===== src/rtl/riscv_pkg.sv =====
// Shared RV32I load/store definitions: funct3 size/sign codes and the
// LSU controller state encoding.
package riscv_pkg;

  // Load size/sign encodings
  localparam logic [2:0] F3_LB  = 3'b000;
  localparam logic [2:0] F3_LH  = 3'b001;
  localparam logic [2:0] F3_LW  = 3'b010;
  localparam logic [2:0] F3_LBU = 3'b100;
  localparam logic [2:0] F3_LHU = 3'b101;

  // Store size encodings
  localparam logic [2:0] F3_SB  = 3'b000;
  localparam logic [2:0] F3_SH  = 3'b001;
  localparam logic [2:0] F3_SW  = 3'b010;

  typedef enum logic [1:0] {
    IDLE  = 2'd0,
    ISSUE = 2'd1,
    WAIT  = 2'd2,
    RESP  = 2'd3
  } lsu_state_e;

endpackage


===== src/rtl/lsu_mem_ctrl_if.sv =====
// Bundle of the pipeline request/response handshake and the data memory bus.
// The master modport is the LSU controller itself: it initiates on the memory
// side and responds on the pipeline side. The slave modport is the
// environment (pipeline stage plus memory).
interface lsu_mem_ctrl_if;

  logic        req_valid;
  logic        req_ready;
  logic        req_we;
  logic [2:0]  req_funct3;
  logic [31:0] req_addr;
  logic [31:0] req_wdata;

  logic        resp_valid;
  logic [31:0] resp_rdata;
  logic        resp_err;

  logic        mem_req;
  logic        mem_gnt;
  logic        mem_we;
  logic [31:0] mem_addr;
  logic [31:0] mem_wdata;
  logic [3:0]  mem_wstrb;
  logic        mem_rvalid;
  logic [31:0] mem_rdata;

  modport master (
    input  req_valid, req_we, req_funct3, req_addr, req_wdata,
    input  mem_gnt, mem_rvalid, mem_rdata,
    output req_ready, resp_valid, resp_rdata, resp_err,
    output mem_req, mem_we, mem_addr, mem_wdata, mem_wstrb
  );

  modport slave (
    output req_valid, req_we, req_funct3, req_addr, req_wdata,
    output mem_gnt, mem_rvalid, mem_rdata,
    input  req_ready, resp_valid, resp_rdata, resp_err,
    input  mem_req, mem_we, mem_addr, mem_wdata, mem_wstrb
  );

endinterface


===== src/rtl/lsu_align.sv =====
// Purely combinational size/alignment helper for the LSU: store byte strobes
// and lane replication, legality check, and load lane extraction/extension.
module lsu_align
  import riscv_pkg::*;
(
  input  logic        we,
  input  logic [2:0]  funct3,
  input  logic [31:0] addr,
  input  logic [31:0] wdata,
  input  logic [31:0] mem_rdata,
  output logic [3:0]  wstrb,
  output logic [31:0] wdata_rep,
  output logic [31:0] rdata_ext,
  output logic        illegal
);

  logic [7:0]  lane_b;
  logic [15:0] lane_h;

  assign lane_b = mem_rdata[{addr[1:0], 3'b000} +: 8];
  assign lane_h = addr[1] ? mem_rdata[31:16] : mem_rdata[15:0];

  // Decode size/sign: stores produce strobes and replicated data, loads
  // produce the extended lane; unknown codes and misalignment flag illegal.
  always_comb begin
    wstrb     = 4'b0000;
    wdata_rep = 32'h0;
    rdata_ext = 32'h0;
    illegal   = 1'b0;
    if (we) begin
      case (funct3)
        F3_SB: begin
          wstrb     = 4'b0001 << addr[1:0];
          wdata_rep = {4{wdata[7:0]}};
        end
        F3_SH: begin
          wstrb     = 4'b0011 << {addr[1], 1'b0};
          wdata_rep = {2{wdata[15:0]}};
          illegal   = addr[0];
        end
        F3_SW: begin
          wstrb     = 4'b1111;
          wdata_rep = wdata;
          illegal   = |addr[1:0];
        end
        default: illegal = 1'b1;
      endcase
    end else begin
      case (funct3)
        F3_LB:  rdata_ext = {{24{lane_b[7]}}, lane_b};
        F3_LBU: rdata_ext = {24'h0, lane_b};
        F3_LH: begin
          rdata_ext = {{16{lane_h[15]}}, lane_h};
          illegal   = addr[0];
        end
        F3_LHU: begin
          rdata_ext = {16'h0, lane_h};
          illegal   = addr[0];
        end
        F3_LW: begin
          rdata_ext = mem_rdata;
          illegal   = |addr[1:0];
        end
        default: illegal = 1'b1;
      endcase
    end
  end

endmodule


===== src/rtl/lsu_mem_ctrl.sv =====
// Load/store initiator between EX/MEM and the data memory port. Handles one
// request at a time, drives a word-addressed memory with byte strobes and
// returns an extended load result or an error pulse.
module lsu_mem_ctrl
  import riscv_pkg::*;
#(
  parameter int TIMEOUT = 16
) (
  input  logic          clk,
  input  logic          rst_n,
  lsu_mem_ctrl_if.master bus
);

  localparam int CNT_W = (TIMEOUT > 1) ? $clog2(TIMEOUT) : 1;

  lsu_state_e  state_q, state_d;
  logic        we_q;
  logic [2:0]  funct3_q;
  logic [31:0] addr_q;
  logic [31:0] wdata_q;
  logic [31:0] rdata_q;
  logic        err_q;
  logic [CNT_W-1:0] cnt_q;

  logic        is_idle;
  logic        cur_we;
  logic [2:0]  cur_funct3;
  logic [31:0] cur_addr;
  logic [31:0] cur_wdata;
  logic [3:0]  al_wstrb;
  logic [31:0] al_wdata;
  logic [31:0] al_rdata;
  logic        al_illegal;
  logic        timeout_hit;

  // In IDLE the aligner judges the incoming request; afterwards it works on
  // the latched copy so the memory bus stays stable while the pipeline moves.
  assign is_idle    = (state_q == IDLE);
  assign cur_we     = is_idle ? bus.req_we     : we_q;
  assign cur_funct3 = is_idle ? bus.req_funct3 : funct3_q;
  assign cur_addr   = is_idle ? bus.req_addr   : addr_q;
  assign cur_wdata  = is_idle ? bus.req_wdata  : wdata_q;

  assign timeout_hit = (TIMEOUT > 0) && (cnt_q == CNT_W'(TIMEOUT - 1));

  lsu_align u_align (
    .we        (cur_we),
    .funct3    (cur_funct3),
    .addr      (cur_addr),
    .wdata     (cur_wdata),
    .mem_rdata (bus.mem_rdata),
    .wstrb     (al_wstrb),
    .wdata_rep (al_wdata),
    .rdata_ext (al_rdata),
    .illegal   (al_illegal)
  );

  // State register; reset aborts any access in flight.
  always_ff @(posedge clk or negedge rst_n) begin
    if (!rst_n) state_q <= IDLE;
    else        state_q <= state_d;
  end

  // Request latch, response data/error capture and WAIT cycle counter.
  always_ff @(posedge clk or negedge rst_n) begin
    if (!rst_n) begin
      we_q     <= 1'b0;
      funct3_q <= 3'b000;
      addr_q   <= 32'h0;
      wdata_q  <= 32'h0;
      rdata_q  <= 32'h0;
      err_q    <= 1'b0;
      cnt_q    <= '0;
    end else begin
      case (state_q)
        IDLE: begin
          if (bus.req_valid) begin
            we_q     <= bus.req_we;
            funct3_q <= bus.req_funct3;
            addr_q   <= bus.req_addr;
            wdata_q  <= bus.req_wdata;
            rdata_q  <= 32'h0;
            err_q    <= al_illegal;
            cnt_q    <= '0;
          end
        end
        WAIT: begin
          if (bus.mem_rvalid)   rdata_q <= al_rdata;
          else if (timeout_hit) err_q   <= 1'b1;
          else                  cnt_q   <= cnt_q + CNT_W'(1);
        end
        default: ;
      endcase
    end
  end

  // Next-state and Moore outputs; every output is quiet outside its state.
  always_comb begin
    state_d        = state_q;
    bus.req_ready  = 1'b0;
    bus.resp_valid = 1'b0;
    bus.resp_rdata = 32'h0;
    bus.resp_err   = 1'b0;
    bus.mem_req    = 1'b0;
    bus.mem_we     = 1'b0;
    bus.mem_addr   = 32'h0;
    bus.mem_wdata  = 32'h0;
    bus.mem_wstrb  = 4'b0000;
    case (state_q)
      IDLE: begin
        bus.req_ready = 1'b1;
        if (bus.req_valid) state_d = al_illegal ? RESP : ISSUE;
      end
      ISSUE: begin
        bus.mem_req   = 1'b1;
        bus.mem_we    = we_q;
        bus.mem_addr  = {addr_q[31:2], 2'b00};
        bus.mem_wdata = al_wdata;
        bus.mem_wstrb = al_wstrb;
        if (bus.mem_gnt) state_d = we_q ? RESP : WAIT;
      end
      WAIT: begin
        if (bus.mem_rvalid || timeout_hit) state_d = RESP;
      end
      RESP: begin
        bus.resp_valid = 1'b1;
        bus.resp_rdata = rdata_q;
        bus.resp_err   = err_q;
        state_d        = IDLE;
      end
      default: state_d = IDLE;
    endcase
  end

endmodule


===== src/flat_wrapper.sv =====
// flat-port wrapper written by rule: the top's interface ports become plain ports
module lsu_mem_ctrl_flat import riscv_pkg::*;
#(
  parameter int TIMEOUT = 16
)
  (clk, rst_n, bus_req_valid, bus_req_we, bus_req_funct3, bus_req_addr, bus_req_wdata, bus_mem_gnt, bus_mem_rvalid, bus_mem_rdata, bus_req_ready, bus_resp_valid, bus_resp_rdata, bus_resp_err, bus_mem_req, bus_mem_we, bus_mem_addr, bus_mem_wdata, bus_mem_wstrb);
  lsu_mem_ctrl_if bus_i ();
  input  logic clk;
  input  logic rst_n;
  input wire logic [$bits(bus_i.req_valid)-1:0] bus_req_valid;
  input wire logic [$bits(bus_i.req_we)-1:0] bus_req_we;
  input wire logic [$bits(bus_i.req_funct3)-1:0] bus_req_funct3;
  input wire logic [$bits(bus_i.req_addr)-1:0] bus_req_addr;
  input wire logic [$bits(bus_i.req_wdata)-1:0] bus_req_wdata;
  input wire logic [$bits(bus_i.mem_gnt)-1:0] bus_mem_gnt;
  input wire logic [$bits(bus_i.mem_rvalid)-1:0] bus_mem_rvalid;
  input wire logic [$bits(bus_i.mem_rdata)-1:0] bus_mem_rdata;
  output wire logic [$bits(bus_i.req_ready)-1:0] bus_req_ready;
  output wire logic [$bits(bus_i.resp_valid)-1:0] bus_resp_valid;
  output wire logic [$bits(bus_i.resp_rdata)-1:0] bus_resp_rdata;
  output wire logic [$bits(bus_i.resp_err)-1:0] bus_resp_err;
  output wire logic [$bits(bus_i.mem_req)-1:0] bus_mem_req;
  output wire logic [$bits(bus_i.mem_we)-1:0] bus_mem_we;
  output wire logic [$bits(bus_i.mem_addr)-1:0] bus_mem_addr;
  output wire logic [$bits(bus_i.mem_wdata)-1:0] bus_mem_wdata;
  output wire logic [$bits(bus_i.mem_wstrb)-1:0] bus_mem_wstrb;
  assign bus_i.req_valid = bus_req_valid;
  assign bus_i.req_we = bus_req_we;
  assign bus_i.req_funct3 = bus_req_funct3;
  assign bus_i.req_addr = bus_req_addr;
  assign bus_i.req_wdata = bus_req_wdata;
  assign bus_i.mem_gnt = bus_mem_gnt;
  assign bus_i.mem_rvalid = bus_mem_rvalid;
  assign bus_i.mem_rdata = bus_mem_rdata;
  assign bus_req_ready = bus_i.req_ready;
  assign bus_resp_valid = bus_i.resp_valid;
  assign bus_resp_rdata = bus_i.resp_rdata;
  assign bus_resp_err = bus_i.resp_err;
  assign bus_mem_req = bus_i.mem_req;
  assign bus_mem_we = bus_i.mem_we;
  assign bus_mem_addr = bus_i.mem_addr;
  assign bus_mem_wdata = bus_i.mem_wdata;
  assign bus_mem_wstrb = bus_i.mem_wstrb;
  lsu_mem_ctrl #(.TIMEOUT(TIMEOUT)) u_core (.clk(clk), .rst_n(rst_n), .bus(bus_i));
endmodule

===== config.mk =====
export PLATFORM = sky130hd
export DESIGN_NAME = lsu_mem_ctrl_flat
export DESIGN_NICKNAME = d
export VERILOG_FILES = /design/src/rtl/riscv_pkg.sv /design/src/rtl/lsu_mem_ctrl_if.sv /design/src/rtl/lsu_align.sv /design/src/rtl/lsu_mem_ctrl.sv /design/src/flat_wrapper.sv
export SDC_FILE = /design/constraint.sdc
export NUM_CORES = 1
export LEC_CHECK = 0
export BUFFER_PORTS_ARGS = -buffer_cell sky130_fd_sc_hd__buf_2
export CAP_MARGIN = 5
export CORE_MARGIN = 2
export CORE_UTILIZATION = 58
export CTS_BUF_LIST = sky130_fd_sc_hd__clkbuf_4
export DETAILED_ROUTE_END_ITERATION = 8
export MAX_ROUTING_LAYER = met4
export PLACE_DENSITY = 0.88
export SYNTH_ARGS = -nofsm -noshare
export SYNTH_HDL_FRONTEND = slang
export SYNTH_HIERARCHICAL = 1
export SYNTH_SLANG_ARGS = --single-unit

===== constraint.sdc =====
create_clock -name clk -period 8.8 [get_ports clk]
set_input_delay 1.76 -clock clk [delete_from_list [all_inputs] [get_ports clk]]
set_output_delay 1.76 -clock clk [all_outputs]
set_load 0.05 [all_outputs]

==> flow_metrics.tcl <==
set metrics [dict create \
    holdWs_ns 0.4812 \
    worst_slack_ns 3.087 \
    gp_congestion 0.9925 \
    clockBufferDepth 2 \
    ctsHoldBuffers 0 \
    pre_cts_slack_ns 3.207 \
    finalCriticalPeriod_ns 5.713 \
    setup_viol_count_final 0 \
    cts.repair.resized 0 \
    cts_root_buf "clkbuf_4" \
    fin_skew_ns 0.02114 \
    synth.avg_cell_area_um2 9.262 \
    viasPerCell 5.616 \
    final_area_um2 7851 \
    core-area_um2 11320 \
    whs_path_depth 2 \
    drt_wl_total_um 17160 \
    hp-class "register to register" \
    cts_setup_buffers 0 \
    period_share_pct 64.92 \
    nets 999 \
    reg2regPathDepth 9 \
    start_util_pct 59.15 \
    ant_nets 0 \
    dpl.cell_count 1021 \
    worst_slew_pin_slew_ns 1.072 \
    num-fill-cells 902 \
    cts_tree "done" \
    p_per_area_nw_per_um2 374.9 \
    clock_sinks 107 \
    maxCapViolations 0 \
    syn_area_um2 6696 \
    critPathArrivalTime_ns 3.95 \
    tns_ns 0 \
    p_leak_nw 3.947 \
    stdcell_count 1040 \
    fmax_mhz 175.0 \
    portBuffers 207 \
    clk_latency_ns 0.44 \
    dieArea_um2 12420 \
    route.detailed.drc 0 \
    htree_num_levels 3 \
    num_vias 5841 \
    rsz0062_at_grt "false" \
    crit_required_ns 7.04 \
    detailed_place_hpwl_um 12240 \
    cp-end-kind "output port" \
    cts_buffers 9 \
    die_y_um 111.5 \
    drive_gt1_share_pct 31.77 \
    finalHoldViolations 0 \
    antenna_found_initial 3 \
    critPathLaunchType "register" \
    crit_type "register to output port" \
    placed_cell_area_um2 7722 \
    grt_pass1_vias 5662 \
    cp_max_fo 36 \
    drv_slew 0 \
    die_width_um 111.5 \
    ir_drop_uv 262.1 \
    drt_iter0_markers 501 \
    synthCells 723 \
    drt_first_pass_iters 8 \
    area_delta_synth_final_pct 17.25 \
    maxSlewHeadroom_pct 28.50 \
    rows 39 \
    outcome "completed" \
    io_pins 210 \
    grt_usage_pct 28.24 \
    clk_pin_slew_ns 0.17 \
    overflow 0 \
    grt_pass1_wl_um 27910 \
    ys_warn_count 6 \
    grt_max_degree 71 \
    wl_per_cell_um 16.50 \
]
-- critical path, cell delays in order (launching register included) --
cell and delay (ns):
dfrtp_1 0.47, inv_1 0.11, ha_2 0.31, buf_4 0.46, mux2_2 0.46, nand2b_1 0.49, a21oi_1 0.61, and2_1 0.21
and2_1 0.11, buf_2 0.26
-- through the flow --
stage / utilization [%] / total power, mW
3_3_place_gp: 68.21 / 2.659
6_report: 69.35 / 2.943
3_5_place_dp: 68.21 / 2.705
2_1_floorplan: - / 2.316
4_1_cts: 69.29 / 2.938
5_1_grt: 69.35 / 3.147
-- flip-flops by register name, summed over array words and instances (netlist names) --
| register | cells |
|---|---|
| u_core/state_q | 2 |
| u_core/cnt_q | 4 |
| u_core/funct3_q | 3 |
| u_core/rdata_q | 32 |
| u_core/err_q | 1 |
| u_core/we_q | 1 |
| u_core/addr_q | 32 |
| u_core/wdata_q | 32 |
-- cell type report --
cell class	instances	area, um2	share of cell area, %
inverters	6	22.52	0.2869
well taps	143	178.9	2.279
multi-input cells	550	3745	47.70
clock inverters	7	53.80	0.6853
repair buffers	215	1099	13.99
clock buffers	9	67.56	0.8606
diodes	3	7.507	0.09562
flip-flops and latches	107	2678	34.10
-- metal layers --
metal,part of all wire [%],vias to the layer above,track usage (%),wire length (um)
met5,0,-,-,0
met2,49,252,44.92,8363
met3,6.8,38,3.538,1160
met4,2.7,0,10.78,469
li1,-,2797,-,-
met1,42,2754,37.31,7167
-- layout by cell type (no fill, tap or decap), types with 3 or more instances in the layout --
cell / n
nor2_1: 6
clkinv_1: 3
clkbuf_4: 9
a21oi_1: 65
nand3_1: 34
nand2b_1: 12
o21ai_0: 5
clkinv_4: 4
nand2_1: 119
and2_1: 108
mux2i_1: 9
nor2b_1: 4
mux2_2: 48
inv_1: 5
or3_1: 7
a21o_1: 18
a32oi_1: 7
buf_2: 206
diode_2: 3
mux2_1: 68
buf_4: 9
ha_1: 3
dfrtp_1: 107
a22oi_1: 10
-- power by group --
group          switching [mW]  internal [mW]  total, mW
logic                    1.24          0.645       1.88
registers               0.118          0.714      0.831
clock network           0.167         0.0607      0.227
-- path summary, 6_finish.rpt --
kind | startpoint | to | slack (ns)
setup / recovery | u_core/state_q[0]$_DFFE_PN0P_ | bus_mem_wdata[0] | 3.09
hold / removal | u_core/rdata_q[26]$_DFFE_PN0P_ | u_core/rdata_q[26]$_DFFE_PN0P_ | 0.48
setup reg to reg | u_core/state_q[0]$_DFFE_PN0P_ | u_core/rdata_q[11]$_DFFE_PN0P_ | 5.12
hold reg to reg | u_core/rdata_q[26]$_DFFE_PN0P_ | u_core/rdata_q[26]$_DFFE_PN0P_ | 0.48
max in group asynchronous | rst_n | u_core/rdata_q[23]$_DFFE_PN0P_ | 6.27
min in group asynchronous | rst_n | u_core/addr_q[13]$_DFFE_PN0P_ | 1.26
Note: power is estimated with default switching activity, not from simulation.
